$ cat config.mk
export PLATFORM = sky130hd
export DESIGN_NAME = blink_scheduler_flat
export DESIGN_NICKNAME = d
export VERILOG_FILES = /design/src/rtl/blink_sched_pkg.sv /design/src/rtl/blink_sched_if.sv /design/src/rtl/blink_slot_timer.sv /design/src/rtl/blink_scheduler.sv /design/src/flat_wrapper.sv
export SDC_FILE = /design/constraint.sdc
export NUM_CORES = 1
export LEC_CHECK = 0
export CAP_MARGIN = 30
export CORE_ASPECT_RATIO = 1.25
export CORE_MARGIN = 5
export CORE_UTILIZATION = 45
export DETAILED_ROUTE_END_ITERATION = 16
export GPL_ROUTABILITY_DRIVEN = 0
export PLACE_DENSITY = 0.79
export SYNTH_ARGS = -nofsm -noshare
export SYNTH_HDL_FRONTEND = slang
export SYNTH_SLANG_ARGS = --single-unit
$ cat constraint.sdc
create_clock -name CLK -period 5.9 [get_ports CLK]
set_clock_uncertainty 0.15 [all_clocks]
set_input_delay 1.18 -clock CLK [delete_from_list [all_inputs] [get_ports CLK]]
set_output_delay 1.18 -clock CLK [all_outputs]
set_load 0.01 [all_outputs]
$ cat src/rtl/blink_sched_pkg.sv
// blink_sched_pkg: shared state encoding and width helpers for the blink scheduler.
package blink_sched_pkg;
   typedef enum logic [1:0] {IDLE, PLAY, GAP} state_t;
   // Never returns 0, so single-value counters still get a legal vector width.
   function automatic int width_of(input int n);
      return (n > 1) ? $clog2(n) : 1;
   endfunction
   function automatic int id_w(input int num_req);
      return width_of(num_req);
   endfunction
   function automatic int bit_w(input int pattern_width);
      return width_of(pattern_width);
   endfunction
   function automatic int slot_w(input int slot_cycles);
      return width_of(slot_cycles + 1);
   endfunction
endpackage

$ cat src/rtl/blink_sched_if.sv
// blink_sched_if: requester bundle and LED-side status of the blink scheduler.
// BLINK_SCHED_ABORT_EN adds the abort request and the aborted flag.
interface blink_sched_if
   import blink_sched_pkg::*;
#(
   parameter int NUM_REQ       = 4,
   parameter int PATTERN_WIDTH = 32
) ();
   logic [NUM_REQ-1:0]                 req_valid;
   logic [NUM_REQ*PATTERN_WIDTH-1:0]   req_pattern;
   logic [NUM_REQ-1:0]                 req_ack;
   logic [id_w(NUM_REQ)-1:0]           active_id;
   logic                               busy;
   logic [bit_w(PATTERN_WIDTH)-1:0]    bit_index;
   logic                               done;
   logic                               LED;
`ifdef BLINK_SCHED_ABORT_EN
   logic                               abort;
   logic                               aborted;
   modport master (output req_valid, req_pattern, abort,
                   input req_ack, active_id, busy, bit_index, done, LED, aborted);
   modport slave (input req_valid, req_pattern, abort,
                  output req_ack, active_id, busy, bit_index, done, LED, aborted);
`else
   modport master (output req_valid, req_pattern,
                   input req_ack, active_id, busy, bit_index, done, LED);
   modport slave (input req_valid, req_pattern,
                  output req_ack, active_id, busy, bit_index, done, LED);
`endif
endinterface

$ cat src/rtl/blink_slot_timer.sv
// blink_slot_timer: free-running slot divider, pulses slot_tick on the last cycle of each slot.
module blink_slot_timer
   import blink_sched_pkg::*;
#(
   parameter int SLOT_CYCLES = 2097152
) (
   input  logic CLK,
   input  logic RST,
   input  logic clear,
   input  logic run,
   output logic slot_tick
);
   localparam int W = slot_w(SLOT_CYCLES);
   logic [W-1:0] cnt;
   assign slot_tick = run && cnt == W'(SLOT_CYCLES - 1);
   always_ff @(posedge CLK) begin
      if (RST || clear) cnt <= '0;
      else if (run) cnt <= slot_tick ? '0 : cnt + 1'b1;
   end
endmodule

$ cat src/rtl/blink_scheduler.sv
// blink_scheduler: round-robin time-sharing of one LED between pattern requesters.
// Define BLINK_SCHED_ABORT_EN to allow cutting a play short with bus.abort.
module blink_scheduler
   import blink_sched_pkg::*;
#(
   parameter int NUM_REQ       = 4,
   parameter int PATTERN_WIDTH = 32,
   parameter int SLOT_CYCLES   = 2097152,
   parameter int REPEATS       = 2,
   parameter int GAP_SLOTS     = 8
) (
   input  logic         CLK,
   input  logic         RST,
   blink_sched_if.slave bus
);
   localparam int ID_W     = id_w(NUM_REQ);
   localparam int BI_W     = bit_w(PATTERN_WIDTH);
   localparam int REP_W    = width_of(REPEATS);
   localparam int GAP_W    = width_of(GAP_SLOTS);
   localparam int GAP_LAST = GAP_SLOTS > 0 ? GAP_SLOTS - 1 : 0;

   state_t                   state, state_nx;
   logic [PATTERN_WIDTH-1:0] pattern_q;
   logic [ID_W-1:0]          last_grant, grant, active_id;
   logic [BI_W-1:0]          bit_index;
   logic [REP_W-1:0]         rep_cnt;
   logic [GAP_W-1:0]         gap_cnt;
   logic [NUM_REQ-1:0]       req_ack;
   logic                     done, aborted, slot_tick, abort_hit, last_bit, play_end, gap_end;

`ifdef BLINK_SCHED_ABORT_EN
   assign abort_hit = bus.abort;
   assign bus.aborted = aborted;
`else
   assign abort_hit = 1'b0;
`endif

   // An abort restarts the slot so the gap that follows is full length.
   blink_slot_timer #(.SLOT_CYCLES(SLOT_CYCLES)) u_timer (
      .CLK      (CLK),
      .RST      (RST),
      .clear    (state == IDLE || (state == PLAY && abort_hit)),
      .run      (state != IDLE),
      .slot_tick(slot_tick)
   );

   assign last_bit = bit_index == BI_W'(PATTERN_WIDTH - 1);
   assign play_end = state == PLAY &&
                     (abort_hit || (slot_tick && last_bit && rep_cnt == REP_W'(REPEATS - 1)));
   assign gap_end  = state == GAP && slot_tick && gap_cnt == GAP_W'(GAP_LAST);

   // Nearest requester after last_grant wins; later assignments are closer.
   always_comb begin
      grant = last_grant;
      for (int k = NUM_REQ; k >= 1; k--)
         if (bus.req_valid[(int'(last_grant) + k) % NUM_REQ])
            grant = ID_W'((int'(last_grant) + k) % NUM_REQ);
   end

   always_ff @(posedge CLK) begin
      if (RST) state <= IDLE;
      else state <= state_nx;
   end

   always_comb begin
      state_nx = (state == IDLE) ? (|bus.req_valid ? PLAY : IDLE)
               : (state == PLAY) ? (play_end ? (GAP_SLOTS == 0 ? IDLE : GAP) : PLAY)
               : (gap_end ? IDLE : GAP);
   end

   always_comb begin
      bus.LED  = state == PLAY && pattern_q[bit_index];
      bus.busy = state != IDLE;
   end

   always_ff @(posedge CLK) begin
      if (RST) begin
         pattern_q  <= '0;
         last_grant <= ID_W'(NUM_REQ - 1);
         active_id  <= '0;
         bit_index  <= '0;
         rep_cnt    <= '0;
         gap_cnt    <= '0;
         req_ack    <= '0;
         done       <= 1'b0;
         aborted    <= 1'b0;
      end else begin
         req_ack <= '0;
         done    <= play_end;
         aborted <= play_end && abort_hit;
         if (state == IDLE && |bus.req_valid) begin
            pattern_q  <= bus.req_pattern[grant*PATTERN_WIDTH +: PATTERN_WIDTH];
            active_id  <= grant;
            last_grant <= grant;
            req_ack    <= NUM_REQ'(1) << grant;
            bit_index  <= '0;
            rep_cnt    <= '0;
            gap_cnt    <= '0;
         end else if (state == PLAY && slot_tick && !play_end) begin
            bit_index <= last_bit ? '0 : bit_index + 1'b1;
            if (last_bit) rep_cnt <= rep_cnt + 1'b1;
         end else if (state == GAP && slot_tick && !gap_end) begin
            gap_cnt <= gap_cnt + 1'b1;
         end
      end
   end

   assign bus.req_ack   = req_ack;
   assign bus.active_id = active_id;
   assign bus.bit_index = bit_index;
   assign bus.done      = done;
endmodule
$ cat src/flat_wrapper.sv
// flat-port wrapper written by rule: the top's interface ports become plain ports
module blink_scheduler_flat import blink_sched_pkg::*;
#(
   parameter int NUM_REQ       = 4,
   parameter int PATTERN_WIDTH = 32,
   parameter int SLOT_CYCLES   = 2097152,
   parameter int REPEATS       = 2,
   parameter int GAP_SLOTS     = 8
)
  (CLK, RST, bus_req_valid, bus_req_pattern, bus_req_ack, bus_active_id, bus_busy, bus_bit_index, bus_done, bus_LED);
  blink_sched_if #(.NUM_REQ(NUM_REQ), .PATTERN_WIDTH(PATTERN_WIDTH)) bus_i ();
  input  logic CLK;
  input  logic RST;
  input wire logic [$bits(bus_i.req_valid)-1:0] bus_req_valid;
  input wire logic [$bits(bus_i.req_pattern)-1:0] bus_req_pattern;
  output wire logic [$bits(bus_i.req_ack)-1:0] bus_req_ack;
  output wire logic [$bits(bus_i.active_id)-1:0] bus_active_id;
  output wire logic [$bits(bus_i.busy)-1:0] bus_busy;
  output wire logic [$bits(bus_i.bit_index)-1:0] bus_bit_index;
  output wire logic [$bits(bus_i.done)-1:0] bus_done;
  output wire logic [$bits(bus_i.LED)-1:0] bus_LED;
  assign bus_i.req_valid = bus_req_valid;
  assign bus_i.req_pattern = bus_req_pattern;
  assign bus_req_ack = bus_i.req_ack;
  assign bus_active_id = bus_i.active_id;
  assign bus_busy = bus_i.busy;
  assign bus_bit_index = bus_i.bit_index;
  assign bus_done = bus_i.done;
  assign bus_LED = bus_i.LED;
  blink_scheduler #(.NUM_REQ(NUM_REQ), .PATTERN_WIDTH(PATTERN_WIDTH), .SLOT_CYCLES(SLOT_CYCLES), .REPEATS(REPEATS), .GAP_SLOTS(GAP_SLOTS)) u_core (.CLK(CLK), .RST(RST), .bus(bus_i));
endmodule
==> summary.md <==
| Metric | Value |
|---|---|
| Sequential area share after synthesis | 0.3816 |
| RSZ-0062 raised after global routing | false |
| Combinational share of power | 0.239 |
| Internal Power | 933.5 µW |
| Slew Viols, Final | 0 |
| Die Span X | 93.08 µm |
| DP Worst Slack | 1.865 ns |
| Final core occ | 0.6585 |
| Core Area | 8558 µm² |
| Ys flop type | dfxtp_1 |
| Largest net degree at the start of global routing | 61 |
| Mapped Area | 3882 µm² |
| Pre-Repair DR Iteration Count | 4 |
| Final #Nets | 689 |
| Max-cap violations | 0 |
| Vias in the first global route | 3811 |
| Resized cells post-CTS | 0 |
| Worst setup path end | bus_LED |
| Worst rel slew slack | 0.3132 |
| Psw | 332.1 µW |
| Fmax | 239.7 MHz |
| Final Setup Violations | 0 |
| Die ar. | 10600 µm² |
| N_diodes | 0 |
| CTS tree | yes |
| R2r setup slk | 2.76 ns |
| Fin area | 5635 µm² |
| Die height | 113.9 µm |
| Number of DRC markers in iteration 0 | 176 |
| Async SR Flop Fraction | 0 |
| Overflow after GRT | 0 |
| Via count | 3657 |
| Syn_area_per_cell | 9.378 µm² |
| First-pass GRT wire length | 17190 µm |
| Detail Route Antenna Nets | 0 |
| Post-synthesis cell type count | 47 |
| Worst Path Required | 4.57 ns |
| Initial antenna violation count | 0 |
| Cell Area, Placed | 5431 µm² |
| CTS sink cnt | 74 |
| Setup bufs post-CTS | 0 |
| Yosys top cell by area | dfxtp_1 |
| Initial Utilization | 0.4537 |
| CTS H-tree depth | 3 |
| Fin Setup TNS | 0 ns |
| Post-Syn Nets | 553 |
| Synthesis Warnings | 0 |
| Wire per inst | 16.25 µm |
| Mapped Cells | 414 |
| Clock transition at path regs | 0.08 ns |
| Port bufs | 147 |
| All-layer global routing usage | 0.2026 |
| Area delta synth->final | 45.15% |
| Pwr Density | 224.6 nW/µm² |
| Total wire length | 10650 µm |
| Clock buffer depth | 2 |
| Crit end category | output pin |
| Via density | 5.583 |
| Post-DP HPWL | 8474 µm |
| Commonest non-fill, non-tap cell in the layout | clkdlybuf4s50_1 |
| Worst Slack Setup Final | 1.729 ns |
| Total power | 1266 µW |
| Post-synth EDFFs | 0 |
| Skew-Pair Late Insertion Delay | 0.33 ns |
| RR Startpoint | u_core.state[1] |
| CP startpoint | u_core.bus.bit_index[1] |
| Reg2Reg Depth | 7 |
| Fin. Hold Viols | 0 |
| Final min period | 4.171 ns |
| FF-to-FF End | u_core.pattern_q[20] |
| # IOs | 148 |
| Share of post-route cells with drive strength above 1 | 0.08468 |
| Critical path class | reg2out |
| Status | finished, final reports clean |
| Most frequent cells in the layout | 147 x clkdlybuf4s50_1, 74 x dfxtp_1, 56 x mux2i_1 |
| Sw Ratio | 0.2624 |
| Post-synthesis register bit count | 74 |
| Fin crit share | 0.7070 |
| Slew @ Worst Pin | 1.027 ns |
| Root buf cell | clkbuf_8 |
| Startpoint Class | flip-flop |
| Critical path arrival | 2.84 ns |
| Core Rows | 38 |
| CTS Buf Count | 9 |
| Synth top area share | 0.3816 |
| Peak supply drop | 0.1102 mV |
| Clock power frac | 0.314 |
| Sequential power share | 0.447 |
| Remaining DRCs | 0 |
| Top cells by area, synth | dfxtp_1 38%, mux2i_1 14%, o221ai_1 5.4% |
| Worst hold path type | reg2reg |
| CTS Hold Bufs | 0 |
| Crit Path Max Fanout | 13 |
| Pleak | 0.002190 µW |
-- per-stage QoR --
step                      std cells  hold WS (ns)
after floorplan                 414        0.2763
after global placement          638        0.2916
after detailed placement        639        0.2961
after CTS                       655        0.3173
after global routing            655        0.3374
final                           655        0.3173
-- how the worst min path moves through the flow --
| stage | startpoint | end | slack, ns | cells after the start |
|---|---|---|---|---|
| global route | u_core.u_timer.cnt[0] | u_core.u_timer.cnt[0] | 0.34 | 1 |
| finish | u_core.bus.active_id[1] | u_core.bus.active_id[1] | 0.32 | 2 |
| CTS | u_core.pattern_q[30] | u_core.pattern_q[30] | 0.32 | 2 |
| global placement | u_core.pattern_q[8] | u_core.pattern_q[8] | 0.29 | 2 |
| detailed placement | u_core.pattern_q[14] | u_core.pattern_q[14] | 0.30 | 2 |
| floorplan | u_core.u_timer.cnt[0] | u_core.u_timer.cnt[0] | 0.28 | 1 |
-- cells in the mapped netlist, drive strengths merged, types with 4 or more instances --
cell type and count:
clkbuf 22, mux4 8, nand3 19, ha 5, nor3 4, a21oi 15, mux2 7, o221ai 24
dfxtp 74, nand2 39, nor4 4, mux2i 56, and3 10, xnor2 4, a22oi 5, xor2 17
nor2 44, or2 4, nand4 5, o21ai 11
-- cell type report --
class	instances	area, µm²
fill	717	2923
inverter	4	15.01
tap	100	125.1
clock inverter	5	52.55
timing repair buffer	149	1494
clock buffer	11	151.4
sequential	74	1481
multi-input combinational	312	2316
-- cells by family after synthesis --
group | after synthesis | share of synthesized area
AOI/OAI and AO/OA | 71 | 0.1312
buffers and inverters | 28 | 0.02707
adders and majority gates | 5 | 0.01611
and+or+nand+nor | 144 | 0.1856
xor gates and xnor gates | 21 | 0.04737
muxes | 71 | 0.2111
DFF | 74 | 0.3816
-- flip-flops by register name, summed over array words and instances (netlist names) --
| name | count |
|---|---|
| u_core.bus.active_id | 2 |
| u_core.rep_cnt | 1 |
| u_core.state | 2 |
| u_core.u_timer.cnt | 22 |
| u_core.last_grant | 2 |
| u_core.bus.req_ack | 4 |
| u_core.bus.bit_index | 5 |
| u_core.gap_cnt | 3 |
| u_core.pattern_q | 32 |
| u_core.bus.done | 1 |
-- worst max-delay path, stage by stage (launching register included) --
cell and delay [ns]:
dfxtp_1 0.72, mux4_2 0.58, mux2_2 0.28, o311ai_0 0.29, a21oi_1 0.08, clkdlybuf4s50_1 0.55
-- metal layers --
metal / GRT usage / routed length [µm]
met5: 0 / 0
met1: 0.2193 / 4054
met2: 0.3715 / 5554
met3: 0.06266 / 855
met4: 0.06745 / 181
-- power groups by stage --
stage | clock (µW) | combinational [µW] | sequential, µW
after floorplan | 0 | 168 | 567
after global placement | 0 | 295 | 575
after detailed placement | 0 | 303 | 576
after CTS | 402 | 304 | 565
after global routing | 422 | 330 | 570
final | 397 | 302 | 566
Power figures use the tool's default switching activity.
